===== config.mk =====
export PLATFORM = sky130hd
export DESIGN_NAME = wb_frame_loader
export DESIGN_NICKNAME = d
export VERILOG_FILES = /design/src/rtl/wb_frame_loader.sv
export SDC_FILE = /design/constraint.sdc
export NUM_CORES = 1
export LEC_CHECK = 0
export CAP_MARGIN = 40
export CORE_MARGIN = 4
export CORE_UTILIZATION = 43
export CTS_CLUSTER_DIAMETER = 200
export CTS_CLUSTER_SIZE = 10
export DETAILED_ROUTE_END_ITERATION = 6
export HOLD_SLACK_MARGIN = 0.1
export PLACE_DENSITY = 0.77
export SLEW_MARGIN = 30
export SYNTH_ARGS = -nofsm -noshare
export SYNTH_HDL_FRONTEND = slang
export SYNTH_SLANG_ARGS = --single-unit

===== constraint.sdc =====
create_clock -name clk -period 2.85 [get_ports clk]
set_clock_uncertainty 0.2 [all_clocks]
set_input_delay 0.57 -clock clk [delete_from_list [all_inputs] [get_ports clk]]
set_output_delay 0.57 -clock clk [all_outputs]
set_load 0.005 [all_outputs]

===== src/rtl/wb_frame_loader.sv =====
// wb_frame_loader: Wishbone pipelined master streaming a selectable ROM frame into the row-register file.
module wb_frame_loader #(
  parameter int WB_DATA_WIDTH = 32,
  parameter int REG_COUNT     = 8,
  parameter int WB_ADDR_WIDTH = $clog2(REG_COUNT),
  parameter int WB_SEL_WIDTH  = WB_DATA_WIDTH / 8,
  parameter int NUM_FRAMES    = 4,
  parameter int FRAME_W       = $clog2(NUM_FRAMES),
  parameter int AUTO_PERIOD   = 50000000,
  parameter int ACK_TIMEOUT   = 255
) (
  input  logic                             clk,
  input  logic                             reset_n,
  input  logic                             i_next,
  input  logic                             i_prev,
  input  logic                             i_auto,
  output logic [FRAME_W-1:0]               o_frame,
  output logic                             o_busy,
  output logic                             o_err,
  output logic [FRAME_W+WB_ADDR_WIDTH-1:0] o_rom_addr,
  input  logic [WB_DATA_WIDTH-1:0]         i_rom_data,
  output logic                             o_wb_cyc,
  output logic                             o_wb_stb,
  output logic                             o_wb_we,
  output logic [WB_ADDR_WIDTH-1:0]         o_wb_addr,
  output logic [WB_SEL_WIDTH-1:0]          o_wb_sel,
  output logic [WB_DATA_WIDTH-1:0]         o_wb_wdata,
  input  logic                             i_wb_ack,
  input  logic                             i_wb_stall,
  input  logic                             i_wb_err
);
  localparam int OW = $clog2(REG_COUNT + 1);
  localparam int TW = $clog2(ACK_TIMEOUT + 1);
  localparam int AW = $clog2(AUTO_PERIOD + 1);
  localparam logic [WB_ADDR_WIDTH-1:0] LAST_ROW   = WB_ADDR_WIDTH'(REG_COUNT - 1);
  localparam logic [FRAME_W-1:0]       LAST_FRAME = FRAME_W'(NUM_FRAMES - 1);
  localparam logic [AW-1:0]            AUTO_LAST  = AW'(AUTO_PERIOD - 1);
  localparam logic [TW-1:0]            TMO_LIM    = TW'(ACK_TIMEOUT);
  typedef enum logic [1:0] {IDLE, ISSUE, DRAIN} state_t;
  state_t state_q, state_d;
  logic next_q, prev_q, pending_q, pending_d, err_q, err_d;
  logic [FRAME_W-1:0] target_q, target_d, load_q, load_d, frame_q, frame_d;
  logic [WB_ADDR_WIDTH-1:0] row_q, row_d;
  logic [OW-1:0] outst_q, outst_d;
  logic [TW-1:0] tmo_q, tmo_d;
  logic [AW-1:0] auto_q, auto_d;
  logic rise_n, rise_p, tick, fwd, back, beat, ack, dec, accept, abort, done;
  always_ff @(posedge clk or negedge reset_n)
    if (!reset_n) begin
      state_q   <= IDLE;
      next_q    <= 1'b0;
      prev_q    <= 1'b0;
      pending_q <= 1'b1;
      err_q     <= 1'b0;
      target_q  <= '0;
      load_q    <= '0;
      frame_q   <= '0;
      row_q     <= '0;
      outst_q   <= '0;
      tmo_q     <= '0;
      auto_q    <= '0;
    end else begin
      state_q   <= state_d;
      next_q    <= i_next;
      prev_q    <= i_prev;
      pending_q <= pending_d;
      err_q     <= err_d;
      target_q  <= target_d;
      load_q    <= load_d;
      frame_q   <= frame_d;
      row_q     <= row_d;
      outst_q   <= outst_d;
      tmo_q     <= tmo_d;
      auto_q    <= auto_d;
    end
  always_comb begin
    rise_n    = i_next & ~next_q;
    rise_p    = i_prev & ~prev_q;
    tick      = i_auto && auto_q == AUTO_LAST;
    auto_d    = (i_auto && !tick) ? auto_q + 1'b1 : '0;
    // a button edge in the same cycle swallows the auto tick
    fwd       = (rise_n & ~rise_p) | (tick & ~rise_n & ~rise_p);
    back      = rise_p & ~rise_n;
    target_d  = fwd  ? (target_q == LAST_FRAME ? '0 : target_q + 1'b1) :
                back ? (target_q == '0 ? LAST_FRAME : target_q - 1'b1) : target_q;
    accept    = state_q == IDLE && pending_q;
    pending_d = fwd | back | (pending_q & ~accept);
    beat      = o_wb_stb & ~i_wb_stall;
    ack       = o_wb_cyc & i_wb_ack;
    dec       = ack & ((outst_q != '0) | beat);
    outst_d   = accept ? '0 : outst_q + OW'(beat) - OW'(dec);
    tmo_d     = (!o_wb_cyc || ack) ? '0 : tmo_q + TW'(outst_q != '0);
    abort     = o_wb_cyc & (i_wb_err | (tmo_d == TMO_LIM));
    done      = state_q == DRAIN && outst_d == '0;
    row_d     = accept ? '0 : row_q + WB_ADDR_WIDTH'(beat);
    load_d    = accept ? target_q : load_q;
    frame_d   = (done && !abort) ? load_q : frame_q;
    err_d     = err_q | abort;
    state_d   = abort  ? IDLE :
                accept ? ISSUE :
                (state_q == ISSUE && beat && row_q == LAST_ROW) ? DRAIN :
                done   ? IDLE : state_q;
  end
  always_comb begin
    o_wb_cyc   = state_q != IDLE;
    o_wb_stb   = state_q == ISSUE;
    o_wb_we    = state_q == ISSUE;
    o_wb_addr  = row_q;
    o_wb_sel   = '1;
    o_wb_wdata = i_rom_data;
    o_rom_addr = {load_q, row_q};
    o_busy     = o_wb_cyc;
    o_frame    = frame_q;
    o_err      = err_q;
  end
endmodule


==> results of run 1 <==
-- worst max-delay path: cells and delay by family (launching register included) --
family          cells  cell delay (ns)
simple gates        4             0.69
mux                 1             0.32
buf+inv             1             0.04
fa+ha+maj           3             0.92
flops               1             0.41
compound gates      1             0.24
-- flip-flops by register name (all words and copies together) (netlist names), 2 cells and up --
| name | count |
|---|---|
| auto_q | 26 |
| tmo_q | 8 |
| outst_q | 4 |
| o_wb_addr | 3 |
| load_q | 2 |
| o_frame | 2 |
| state_q | 2 |
| target_q | 2 |
-- cell type report --
cell class                 count  share of cell area (%)
multi-input combinational    202                    42.5
clock inverter                 2                   0.401
sequential                    53                    38.7
inverter                      11                    1.20
timing repair buffer          43                    11.3
clock buffer                   6                    2.41
tap                           96                    3.50
-- logic make-up after synthesis --
logic type / count (synthesis)
AND/OR/NAND/NOR: 125
XOR/XNOR: 31
buffers and inverters: 56
other: 1
AO/OA/AOI/OAI: 24
adder cells (fa/ha/maj): 13
multiplexers: 5
flip-flops: 53
-- per-layer routing --
metal / global-route usage [%] / up-vias / part of all wire (%)
met2: 23.6 / 36 / 50
met1: 16.8 / 1028 / 44
li1: - / 1007 / -
met3: 2.92 / 10 / 4.8
met5: 0 / - / 0
met4: 4.70 / 0 / 0.90
-- placed cells by master (no fill, tap or decap), types with 3 or more instances in the layout --
cell | netlist | layout
buf_4 | 43 | 19
clkdlybuf4s50_1 | 0 | 20
dfrtp_1 | 52 | 52
and2_1 | 5 | 5
nand2_1 | 23 | 22
nor2_1 | 43 | 42
nor2b_1 | 9 | 7
xor2_1 | 16 | 16
inv_1 | 11 | 8
inv_2 | 0 | 3
ha_1 | 12 | 9
nand4_1 | 6 | 6
ha_4 | 0 | 3
o21ai_0 | 4 | 4
conb_1 | 1 | 4
xnor2_1 | 15 | 15
nand3_1 | 11 | 10
or3_1 | 3 | 3
a21oi_1 | 3 | 3
clkbuf_8 | 0 | 6
nor3_1 | 5 | 5
-- metrics by stage --
| step | worst slack (ns) | total power, mW | hold WS, ns |
|---|---|---|---|
| 6_report | -0.0917 | 2.37 | 0.316 |
| 4_1_cts | -0.130 | 2.32 | 0.310 |
| 2_1_floorplan | -0.0245 | 1.46 | 0.0744 |
| 3_5_place_dp | -0.631 | 1.83 | 0.283 |
| 5_1_grt | -0.173 | 2.55 | 0.338 |
| 3_3_place_gp | -0.552 | 1.78 | 0.259 |
-- power by group through the flow --
stage / registers (mW) / logic, mW / clock network [mW]
global placement: 0.939 / 0.844 / 0
floorplan: 0.933 / 0.527 / 0
global route: 0.949 / 1.10 / 0.498
CTS: 0.930 / 0.925 / 0.462
finish: 0.933 / 0.995 / 0.445
detailed placement: 0.943 / 0.892 / 0
-- final timing paths --
check	endpoint	slack, ns	depth (start not counted)
max	o_frame[1]	-0.09	10
min	o_err	0.32	1
max reg2reg	o_frame[1]	-0.09	10
min reg2reg	o_err	0.32	1
max in group asynchronous	pending_q	1.17	3
min in group asynchronous	auto_q[5]	0.64	2
-- timing repair --
action | in CTS | in global routing
hold buffers | 1 | 0
buffers inserted | 1 | 3
hold endpoints to repair | 6 | 0
pin swaps | 4 | 7
cloned | 0 | 0
gates resized for setup | 4 | 9
endpoints found under the setup margin | 3 | 3
==> results.toml, run 1 <==
[placement]
globalplace.congestion = 0.782
placed_area_um2 = 3240
dp_hpwl_mm = 4.12
numPortBuffers = 22
dp_cells = 400

[finish]
final_util_pct = 49.9
fin_area_um2 = 3430
nets = 369
multi_input_area_um2 = 1460
diodes = 0
drive_gt1_share_pct = 19.2
area_growth_pct = 11.8
register_area_um2 = 1330
fillCellCount = 620
instances_no_fill = 413

[synthesis]
synth_simple_gate_area_share_pct = 21.8
synthTopCellsByCount = "52 x dfrtp_1, 43 x buf_4, 43 x nor2_1"
synthTopCellsByArea = "dfrtp_1 42%, buf_4 11%, nor2_1 5.3%, ha_1 4.9%, xor2_1 4.6%"
synth_top_area_share_pct = 42.4
muxShareOfSynthArea_pct = 1.79
synthFlopType = "dfrtp_1"
synth-edff-count = 0
ys_seq_elements = 53
synth_most_common_cell = "dfrtp_1"
synth_compound_area_share_pct = 6.24
ys_warn_count = 0
synth_top_family_by_area = "simple AND/OR/NAND/NOR gates"
yosysTopAreaCell = "dfrtp_1"
yosys.cell_types.count = 57
yosysSeqAreaShare_pct = 43.3
synthAdderAreaFrac_pct = 5.55
syn_area_per_cell_um2 = 9.96
synth-xor-area-share_pct = 8.85
ys_async_sr_fraction_pct = 100
synth_area_um2 = 3070
synthCells = 308

[grt]
grt_pass1_vias = 2099
grt_pass1_wl_mm = 9.44
antenna_found_initial = 0
gr-usage-all-layers_pct = 13.6
overflow = 0
grt_max_degree = 29

[drt]
viasPerCell = 5.04
final_antenna_net_count = 0
drc_errors = 0
initialDrtViolationCount = 71
first_pass_iters = 4
wl_per_cell_um = 13.7
num_vias = 2081
wl_mm = 5.68

[clocking]
htreeDepth = 2
clkTransAtPathRegs_ns = 0.10
clockBufferDepth = 2
cts_root_buf = "clkbuf_8"
clock-sinks = 53
cts_made_buffers = 5
clk_latency_ns = 0.31
cts_tree = "done"

[die]
initial_core_util_pct = 44.7
dieArea_um2 = 8550
ios = 91
row_count = 30
core_area_um2 = 6870
die_y_um = 92.5
fp.dieW_um = 92.5

[timing]
tns_ns = -0.181
fmax_mhz = 340
setup_viol = 2
timing.final.crit_period_ns = 2.94
slew_headroom_pct = 55.2
rsz0062_at_grt = "true"
period_share_pct = 103
slew_viol_final = 0
setup_ws_ns = -0.0917
tightest_slew_ns = 0.672
hold_viol = 0

[critical_path]
arrival_ns = 2.95
end_kind = "flip-flop"
max_stage_delay_ns = 0.50
r2r_start = "state_q[0]"
slowest_stage = "fa_1"
crit_required_ns = 2.86
crit_start = "state_q[0]"
worstSetupStartpointType = "flip-flop"
worstPathCellList = "nor2b_4, nor2b_4, o211a_1, ha_4, inv_2, ha_4, fa_1, nor4b_4, nand4_2, mux2_4"
worstSetupPathType = "reg -> reg"
critPathMaxFanout = 3

[power]
seq_power_share_pct = 39.3
worst_ir_drop_vdd_v = 0.000279
p_sw_share_pct = 32.1
p_clk_share_pct = 18.7
switchingPower_mw = 0.761
p_int_mw = 1.61
p_leak_nw = 1.47
powerDensity_nw_per_um2 = 692
pwr-share-comb_pct = 42.0

[status]
violations = "setup timing"
outcome = "finished, violations left"

[worst_hold_path]
hold_start = "o_err"
hp-class = "reg -> reg"

[run]
drv_cap = 0
Note: power is estimated with default switching activity, not from simulation.
==> run 2: changes to the inputs <==
Settings changed: CTS_CLUSTER_SIZE 10 to 20.
Clock period 2.85 ns to 2.7 ns, I/O delays scaled along.
==> results.toml, run 2 (synthesized netlist as in run 1, its figures left out) <==
[status]
outcome = "finished, violations left"
violations = "setup timing"

[timing]
period_share_pct = 108
tns_ns = -0.431
slew_viol_final = 0
timing.final.crit_period_ns = 2.92
slew_headroom_pct = 66.7
hold_viol = 0
fmax_mhz = 343
setup_viol = 2
whs_ns = 0.297
rsz0062_at_grt = "true"
setup_ws_ns = -0.216
tightest_slew_ns = 0.498

[placement]
globalplace.congestion = 0.791
dp_hpwl_mm = 3.88
dp_cells = 404
placed_area_um2 = 3280
numPortBuffers = 22

[critical_path]
arrival_ns = 2.93
r2r_start = "state_q[0]"
crit_required_ns = 2.71
critPathMaxFanout = 3
ff2ff_setup_slack_ns = -0.22
worstSetupPathType = "reg -> reg"
max_stage_delay_ns = 0.50
worstPathCellList = "nor2b_4, nor2b_4, o211a_1, ha_4, inv_2, ha_4, fa_1, nor4b_4, nand4_2, mux2_4"
critPathBufInv = 1
cp_top_family = "adder cells"
crit_start = "state_q[0]"
worstSetupStartpointType = "flip-flop"
slowest_stage = "fa_1"
end_kind = "flip-flop"

[finish]
fin_area_um2 = 3470
largest_register_ffs = 26
diodes = 0
reg_top3 = "auto_q: 26 flops, tmo_q: 8 flops, outst_q: 4 flops"
fillCellCount = 601
area_growth_pct = 13.0
final_cell_mix = "52 x dfrtp_1, 41 x nor2_1, 22 x nand2_1"
nets = 372
final_common_cell = "dfrtp_1"
regMostFlops = "auto_q"
drive_gt1_share_pct = 20.0
instances_no_fill = 416

[clocking]
clockBufferDepth = 2
cts_made_buffers = 5
clkTransAtPathRegs_ns = 0.10
clock-sinks = 53
htreeDepth = 2
clk_latency_ns = 0.31
cts_root_buf = "clkbuf_8"
cts_tree = "done"

[drt]
wl_per_cell_um = 13.2
viasPerCell = 4.99
initialDrtViolationCount = 67
final_antenna_net_count = 0
num_vias = 2074
drc_errors = 0
first_pass_iters = 4
wl_mm = 5.51

[grt]
grt_pass1_wl_mm = 9.23
grt_max_degree = 54
antenna_found_initial = 0
grt_pass1_vias = 2104
gr-usage-all-layers_pct = 13.3
overflow = 0

[power]
power_mw = 2.53
worst_ir_drop_vdd_v = 0.000353
powerDensity_nw_per_um2 = 730
p_leak_nw = 1.48

[die]
row_count = 30
core_area_um2 = 6870
die_y_um = 92.5
initial_core_util_pct = 44.7
fp.dieW_um = 92.5
ios = 91
dieArea_um2 = 8550

[worst_hold_path]
hp-class = "reg -> reg"
hold_start = "o_err"

[run]
drv_cap = 0
-- run 2: stage by stage --
stage / utilization [%] / worst slack [ns]
floorplan: - / -0.175
global placement: 47.8 / -0.671
detailed placement: 47.8 / -0.710
CTS: 49.7 / -0.271
global route: 50.5 / -0.348
finish: 50.5 / -0.216
-- run 2: final timing paths --
| kind | cells past startpoint | end |
|---|---|---|
| worst min register to register | 1 | o_err |
| min in group asynchronous | 3 | tmo_q[5] |
| worst max register to register | 10 | o_frame[0] |
| worst min-delay path | 1 | o_err |
| max in group asynchronous | 3 | pending_q |
| worst max-delay path | 10 | o_frame[0] |
-- run 2: power by group --
part,leakage (nW),switching [mW],internal (mW)
combinational,0.741,0.458,0.637
clock,0.0374,0.265,0.183
sequential,0.706,0.0855,0.899
total,1.48,0.809,1.72
-- run 2: final cells by class --
type                            count  area (µm²)  share of cell area [%]
Inverter                           11        41.3                    1.19
Clock inverter                      2        15.0                   0.433
Clock buffer                        6        72.6                    2.09
Multi-Input combinational cell    202        1470                    42.3
Timing Repair Buffer               46         422                    12.2
Sequential cell                    53        1330                    38.3
Tap cell                           96         120                    3.47
-- run 2: timing repair --
| action | in CTS | in global routing |
|---|---|---|
| setup buffers | 1 | 2 |
| hold buffers | 1 | 0 |
| pin swaps | 7 | 6 |
| setup endpoints to repair | 3 | 4 |
| endpoints found under the hold margin | 52 | 0 |
| gates resized for setup | 7 | 8 |
-- run 2: metal layers --
layer  track usage (%)  wire [µm]  vias up
met4              4.58         67        0
met1              16.2       2540     1020
met5                 0          0        -
met2              22.4       2650       30
li1                  -          -     1011
met3              4.14        252       13
==> run 3: changes to the inputs <==
Settings changed: SLEW_MARGIN 30 to 25.
==> results of run 3 <==
Final layout, timing and power as in run 2 (identical DEF).
